### src/rtl/preg_alloc_ctrl.sv
// Rename-stage physical-register allocation controller.
// Grants one allocation per cycle, returns retired and squashed pregs through
// one free-list enqueue port, and tracks the free-register count.
module preg_alloc_ctrl #(
   parameter int unsigned PREG_W   = 6,
   parameter int unsigned FL_DEPTH = 32
) (
   input  logic                             clk,
   input  logic                             rst,
   input  logic                             alloc_valid_in,
   output logic                             alloc_ready_out,
   output logic [PREG_W-1:0]                alloc_preg_out,
   input  logic                             commit_valid_in,
   input  logic [PREG_W-1:0]                commit_preg_in,
   input  logic                             flush_in,
   input  logic                             squash_valid_in,
   input  logic [PREG_W-1:0]                squash_preg_in,
   output logic                             squash_ready_out,
   input  logic                             squash_done_in,
   output logic                             fl_dequeue_out,
   input  logic [PREG_W-1:0]                fl_rdata_in,
   input  logic                             fl_empty_in,
   output logic                             fl_enqueue_out,
   output logic [PREG_W-1:0]                fl_wdata_out,
   output logic [$clog2(FL_DEPTH):0]        free_count_out,
   output logic                             recovering_out,
   output logic                             overflow_err_out
);

   localparam int unsigned CNT_W = $clog2(FL_DEPTH) + 1;

   localparam logic [0:0] S_RUN     = 1'b0;
   localparam logic [0:0] S_RECOVER = 1'b1;

   logic [0:0]        r_state;
   logic [0:0]        w_state_nxt;
   logic [CNT_W-1:0]  r_count;
   logic [CNT_W-1:0]  w_count_nxt;
   logic              r_overflow;
   logic              r_recovering;

   logic              w_alloc_ready;
   logic              w_squash_ready;
   logic              w_dequeue;
   logic              w_enq_req;
   logic [PREG_W-1:0] w_enq_preg;
   logic              w_enqueue;
   logic              w_count_full;
   logic              w_count_zero;

   // State, count and sticky error registers
   always_ff @(posedge clk or posedge rst) begin
      if (rst) begin
         r_state      <= S_RUN;
         r_recovering <= 1'b0;
         r_count      <= CNT_W'(FL_DEPTH);
         r_overflow   <= 1'b0;
      end else begin
         r_state      <= w_state_nxt;
         r_recovering <= (w_state_nxt == S_RECOVER);
         r_count      <= w_count_nxt;
         if (w_enqueue && w_count_full)
            r_overflow <= 1'b1;
      end
   end

   // Next-state, handshakes, enqueue arbitration and count update
   always_comb begin
      w_state_nxt    = r_state;
      w_alloc_ready  = 1'b0;
      w_squash_ready = 1'b0;
      w_dequeue      = 1'b0;
      w_enq_req      = 1'b0;
      w_enq_preg     = '0;
      w_enqueue      = 1'b0;
      w_count_nxt    = r_count;
      w_count_full   = (r_count == CNT_W'(FL_DEPTH));
      w_count_zero   = (r_count == '0);

      case (r_state)
         S_RUN: begin
            // flush cycle never allocates; recovery starts next cycle
            w_alloc_ready = !fl_empty_in && !flush_in;
            if (flush_in)
               w_state_nxt = S_RECOVER;
         end
         S_RECOVER: begin
            // commit owns the enqueue port when both want it
            w_squash_ready = !commit_valid_in;
            if (!flush_in && squash_done_in && (!squash_valid_in || w_squash_ready))
               w_state_nxt = S_RUN;
         end
         default: w_state_nxt = S_RUN;
      endcase

      // outputs held quiet while reset is asserted
      if (rst) begin
         w_alloc_ready  = 1'b0;
         w_squash_ready = 1'b0;
      end

      w_dequeue  = alloc_valid_in && w_alloc_ready;
      w_enq_req  = !rst && (commit_valid_in || (squash_valid_in && w_squash_ready));
      w_enq_preg = commit_valid_in ? commit_preg_in : squash_preg_in;
      // x0 is architectural zero, never a free-list entry
      w_enqueue  = w_enq_req && (w_enq_preg != '0);

      if (w_enqueue && !w_dequeue) begin
         if (!w_count_full)
            w_count_nxt = r_count + CNT_W'(1);
      end else if (w_dequeue && !w_enqueue) begin
         if (!w_count_zero)
            w_count_nxt = r_count - CNT_W'(1);
      end
   end

   assign alloc_ready_out  = w_alloc_ready;
   assign alloc_preg_out   = w_alloc_ready ? fl_rdata_in : '0;
   assign fl_dequeue_out   = w_dequeue;
   assign squash_ready_out = w_squash_ready;
   assign fl_enqueue_out   = w_enqueue;
   assign fl_wdata_out     = w_enqueue ? w_enq_preg : '0;
   assign free_count_out   = r_count;
   assign recovering_out   = r_recovering;
   assign overflow_err_out = r_overflow;

endmodule
### config.mk
export PLATFORM = sky130hd
export DESIGN_NAME = preg_alloc_ctrl
export DESIGN_NICKNAME = d
export VERILOG_FILES = /design/src/rtl/preg_alloc_ctrl.sv
export SDC_FILE = /design/constraint.sdc
export NUM_CORES = 1
export LEC_CHECK = 0
export BUFFER_PORTS_ARGS = -buffer_cell sky130_fd_sc_hd__buf_2
export CORE_MARGIN = 2
export CORE_UTILIZATION = 27
export DETAILED_ROUTE_END_ITERATION = 16
export PLACE_DENSITY_LB_ADDON = 0.08
export SETUP_SLACK_MARGIN = 0.05
export SKIP_LAST_GASP = 1
export SLEW_MARGIN = 30
export SYNTH_ARGS = -nofsm -noshare
export SYNTH_HDL_FRONTEND = slang
export SYNTH_SLANG_ARGS = --single-unit
### constraint.sdc
create_clock -name clk -period 7.95 [get_ports clk]
set_input_delay 1.59 -clock clk [delete_from_list [all_inputs] [get_ports clk]]
set_output_delay 1.59 -clock clk [all_outputs]
set_load 0.1 [all_outputs]
## After elaboration in Yosys (flattened, before gate mapping)

Cells that the tools add are included.

| storage, ports and cells | value |
|---|---|
| register bits | 8 |
| bits in latches | 0 |
| bits in writable memories | 0 |
| ROM bits | 0 |
| input bits | 26 |
| logic and storage cells | 46 |
| memories kept | 0 |

| operators by class | value |
|---|---|
| add/sub/neg operators | 2 |
| multipliers | 0 |
| div/mod/pow operators | 0 |
| magnitude comparators | 0 |
| eq/ne operators | 3 |
| shift-type cells | 0 |
| mux-type cells | 14 |
| bitwise gates (word level) | 1 |
| reduce and logical (&&, ||, !) cells | 23 |

Operator list:

| operator | number |
|---|---|
| 6-bit two-way mux | 7 |
| 1-bit logical AND | 10 |
| 1-bit logical NOT | 7 |
| 6-bit by 1-bit adder with 6-bit output, second input constant | 1 |
| 6-bit equality test, second input constant | 1 |
| 6-bit logical NOT | 1 |
| 1-bit two-way mux | 6 |
| 6-bit nonzero test | 1 |
| 6-bit by 1-bit subtractor with 6-bit output, second input constant | 1 |
| 3-bit AND reduction | 1 |
| 1-bit logical OR | 2 |
| 2-bit by 1-bit != test with 1-bit output, second input constant | 1 |
| 2-bit != test, second input constant | 1 |
| 1-bit case mux with 2 select lines | 1 |
| 2-bit nonzero test | 1 |
| 1-bit NOT | 1 |

## Depth between registers and ports, before layout

| logic depth | value |
|---|---|
| word-level depth | 11 |
| depth in mapped cells | 15 |
| mapped depth without buffers | 13 |

## Worst setup path after synthesis

OpenSTA, ideal clock, no wires.

| timing path | value |
|---|---|
| kind | input to output |
| from | in rst |
| to | out fl_dequeue_out |
| data arrival time | 5929 ps |
| required time | 6360 ps |
| slack | 431 ps |
| stages on the path | 3 |
| buffers on the path | 0 |
| path through | nor4_1 > nand2_1 > inv_1 |

| on the way | value |
|---|---|
| cells in the longest elaborated chain, start to end | 2 |

Ends and longest elaborated chain:

| what | RTL line | text |
|---|---|---|
| start, declared | 9 | `input logic rst,` |
| 1-bit two-way mux | 97 | `if (rst) begin` |
| 1-bit logical AND | 102 | `w_dequeue = alloc_valid_in && w_alloc_ready;` |
| end, declared | 20 | `output logic fl_dequeue_out,` |

No other way between the ends.

## Worst setup path after layout

| timing path | value |
|---|---|
| from | in commit_valid_in |
| to | out fl_wdata_out[1] |

| on the way | value |
|---|---|
| cells in the longest elaborated chain, start to end | 8 |

Ends and longest elaborated chain:

| what | RTL line | text |
|---|---|---|
| start, declared | 13 | `input logic commit_valid_in,` |
| 1-bit logical NOT | 89 | `w_squash_ready = !commit_valid_in;` |
| 1-bit two-way mux | 80 | `case (r_state)` |
| 1-bit two-way mux | 97 |  |
| 1-bit logical AND | 103 | `w_enq_req = !rst && (commit_valid_in \|\| (squash_valid_in && w_squash_ready));` |
| 1-bit logical OR | 103 |  |
| 1-bit logical AND | 103 |  |
| 1-bit logical AND | 106 | `w_enqueue = w_enq_req && (w_enq_preg != '0);` |
| 6-bit two-way mux (*) | 122 | `assign fl_wdata_out = w_enqueue ? w_enq_preg : '0;` |
| end, declared | 24 | `output logic [PREG_W-1:0] fl_wdata_out,` |

Every way passes the cells marked *; elsewhere a longest branch is shown, timed or not.

==> flow_metrics.env <==
export IMPL_worstSkewPairLatency_ps=260
export IMPL_first_iter_violations=7
export IMPL_antenna_left=0
export IMPL_cts_hold_buffers=0
export IMPL_tightest_slew_ps=757
export IMPL_crit_arrival_ps=3140
export IMPL_grt_pass1_vias=734
export IMPL_multi_input_area_um2=510
export IMPL_final_hold_viol_count=0
export IMPL_status="finished, final reports clean"
export IMPL_cts_resized=0
export IMPL_synth_largest_area_cell="dfrtp_1"
export IMPL_drc=0
export IMPL_cts_made_buffers=3
export IMPL_nFillCells=286
export IMPL_die_w_um=56.6
export IMPL_drive_above_1_share_pct=44.4
export IMPL_pin_count=50
export IMPL_synth_common_cells="and2_1 (7), dfrtp_1 (7), mux2i_1 (7), nor2_1 (7), o21ai_0 (7)"
export IMPL_place_ws_ps=3210
export IMPL_cts_tree="done"
export IMPL_finalNonFillerCells=166
export IMPL_antenna_found_initial=0
export IMPL_cts_setup_buffers=0
export IMPL_crit_slowest_cell="buf_2"
export IMPL_p_clk_share_pct=8.4
export IMPL_rows=19
export IMPL_n_antenna_cell=0
export IMPL_firstDrtPassIters=2
export IMPL_setup_ws_ps=3220
export IMPL_wire_per_inst_um=11.4
export IMPL_core_area_mm2=0.00269
export IMPL_pwr_share_comb_pct=70.5
export IMPL_clkTransAtPathRegs_ps=60
export IMPL_critical_path_max_fanout=11
export IMPL_yosys_warnings=0
export IMPL_vias=785
export IMPL_netSwitchingFraction_pct=62.2
export IMPL_crit_family="simple AND/OR/NAND/NOR gates"
export IMPL_seqPwrFrac_pct=21.1
export IMPL_synth_cell_types=31
export IMPL_syn_area_per_cell_um2=8.79
export IMPL_syn_area_um2=747
export IMPL_p_int_w=0.000155
export IMPL_skew_ps=5.96
export IMPL_synth_top_area_share_pct=23.5
export IMPL_async_flop_share_pct=100
export IMPL_ys_seq_area_share_pct=27.0
export IMPL_synth_nets=117
export IMPL_htreeDepth=1
export IMPL_ir_worst_vdd_uv=300
export IMPL_p_leak_nw=0.570
export IMPL_fin_tns_setup_ps=0
export IMPL_period_share_pct=59.5
export IMPL_synthToLayoutAreaGrowth_pct=38.9
export IMPL_drt_total_wl_mm=1.89
export IMPL_p_switching_w=0.000255
export IMPL_gp_congestion=0.792
export IMPL_post_dp_hpwl_mm=1.60
export IMPL_cp_end_kind="primary output"
export IMPL_clock_path_buffers=2
export IMPL_drt_vias_per_instance=4.73
export IMPL_portBuffers=49
export IMPL_grt_pass1_wl_mm=3.06
export IMPL_die_area_mm2=0.00320
export IMPL_slew_headroom_pct=49.1
export IMPL_track_usage_pct=12.2
export IMPL_setup_viol_count_final=0
export IMPL_synthTopCellsByArea="dfrtp_1 (23%), mux2i_1 (9.4%), ha_1 (8.4%), and2_1 (5.9%), o21ai_0 (4.7%)"
export IMPL_powerDensity_mw_per_mm2=396
export IMPL_syn_inst=85
export IMPL_grt_max_degree=12
export IMPL_synth_edff_count=0
export IMPL_rsz0062_at_grt="false"
export IMPL_path_class="input port to primary output"
export IMPL_root_buffer="clkbuf_4"
export IMPL_die_h_um=56.6
export IMPL_hold_class="flop to flop"
export IMPL_fmax_ghz=0.211
export IMPL_cp_required_ps=6360
export IMPL_crit_chain="buf_2 -> nor3b_1 -> o21ai_0 -> a32oi_1 -> or2_2 -> nor2_1 -> buf_2"
export IMPL_place_inst=162
export IMPL_nets=168
export IMPL_cap_violations=0
export IMPL_overflow=0
export IMPL_max_stage_delay_ps=430
export IMPL_slew_violations=0
export IMPL_finalCriticalPeriod_ps=4730
export IMPL_critPathLaunchType="input port"
export IMPL_synth_seq_cells=8
export IMPL_clock_sinks=8
export IMPL_crit_top_cell="buf_2"
export IMPL_worstPathBufferInverterCount=2
export IMPL_start_util_pct=27.8
export IMPL_ys_flop_type="dfrtp_1"
export IMPL_regArea_um2=201
## cell families (layout without fill, tap and decap cells)
logic type / count (synthesis) / count (layout) / synth area share, %
buffers and inverters: 7 / 57 / 4.69
AOI/OAI and AO/OA: 17 / 17 / 14.1
muxes: 8 / 8 / 11.4
xor gates and xnor gates: 6 / 6 / 7.04
adders and majority gates: 6 / 6 / 11.1
and+or+nand+nor: 33 / 33 / 24.8
DFF: 8 / 8 / 27.0
## final timing paths
| path | start | endpoint | slack, ps | cells after the start |
|---|---|---|---|---|
| setup / recovery | commit_valid_in | fl_wdata_out[1] | 3220 | 7 |
| hold / removal | overflow_err_out$_DFFE_PP0P_ | overflow_err_out$_DFFE_PP0P_ | 490 | 1 |
| setup reg to reg | recovering_out$_DFF_PP0_ | free_count_out[5]$_DFFE_PP1P_ | 4840 | 10 |
| hold reg to reg | overflow_err_out$_DFFE_PP0P_ | overflow_err_out$_DFFE_PP0P_ | 490 | 1 |
| max in group asynchronous | rst | free_count_out[5]$_DFFE_PP1P_ | 6350 | 2 |
| min in group asynchronous | rst | overflow_err_out$_DFFE_PP0P_ | 1300 | 2 |
## per-stage QoR
step                area (um^2)  total power, W  hold WS [ps]  util, %
floorplan                   747        0.000331           755        -
global placement           1010        0.000379           475     37.6
detailed placement         1010        0.000381           488     37.6
CTS                        1040        0.000416           505     38.6
global route               1040        0.000440           506     38.6
finish                     1040        0.000411           491     38.6
## worst register-to-register path: stages, from the launching register on
cell      delay, ps
dfrtp_1         400
nor4_1          690
nand2_1         180
ha_1            290
inv_1           200
ha_1            280
a211oi_1        270
o21bai_1        120
a21oi_1         210
mux2i_1         230
xor2_1          160
## sequential cells by signal (all words and copies together), names as in the netlist
register,flops
recovering_out,1
free_count_out,6
overflow_err_out,1
## area by class of cell
type | count | share of cell area [%]
Timing Repair Buffer | 49 | 23.6
Multi-Input combinational cell | 70 | 49.2
Sequential cell | 8 | 19.4
Clock buffer | 4 | 2.53
Inverter | 4 | 1.45
Tap cell | 31 | 3.74
## power by group through the flow
| stage | logic [W] | clock network [W] | registers, W |
|---|---|---|---|
| after floorplan | 0.000115 | 0 | 0.000215 |
| after global placement | 0.000291 | 0 | 0.0000877 |
| after detailed placement | 0.000292 | 0 | 0.0000883 |
| after CTS | 0.000293 | 0.0000356 | 0.0000878 |
| after global routing | 0.000310 | 0.0000381 | 0.0000923 |
| final | 0.000290 | 0.0000345 | 0.0000867 |
## routing by layer
metal / global-route usage [%] / share of wire [%] / vias to the layer above
li1: - / - / 400
met1: 14.3 / 43 / 353
met3: 2.30 / 7.2 / 2
met5: 0 / 0 / -
met4: 7.14 / 1.4 / 0
met2: 20.6 / 48 / 30
## cells in the final DEF, fill, tap and decap left out, drive strengths merged
cell type / synthesis / final
buf: 3 / 49
o21ai: 7 / 7
nor2: 7 / 7
mux2i: 7 / 7
and2: 7 / 7
dfrtp: 7 / 7
nand2: 6 / 6
ha: 5 / 5
xor2: 4 / 4
inv: 4 / 4
clkbuf: 0 / 4
a21oi: 3 / 3
nor4: 3 / 3
a21o: 3 / 3
xnor2: 2 / 2
o21bai: 2 / 2
or3: 2 / 2
nor3: 2 / 2
or2: 2 / 2
or4: 1 / 1
and3: 1 / 1
mux2: 1 / 1
nor3b: 1 / 1
nor2b: 1 / 1
a32oi: 1 / 1
a211oi: 1 / 1
fa: 1 / 1
dfstp: 1 / 1
No activity file was read; power rests on OpenSTA's default activity.
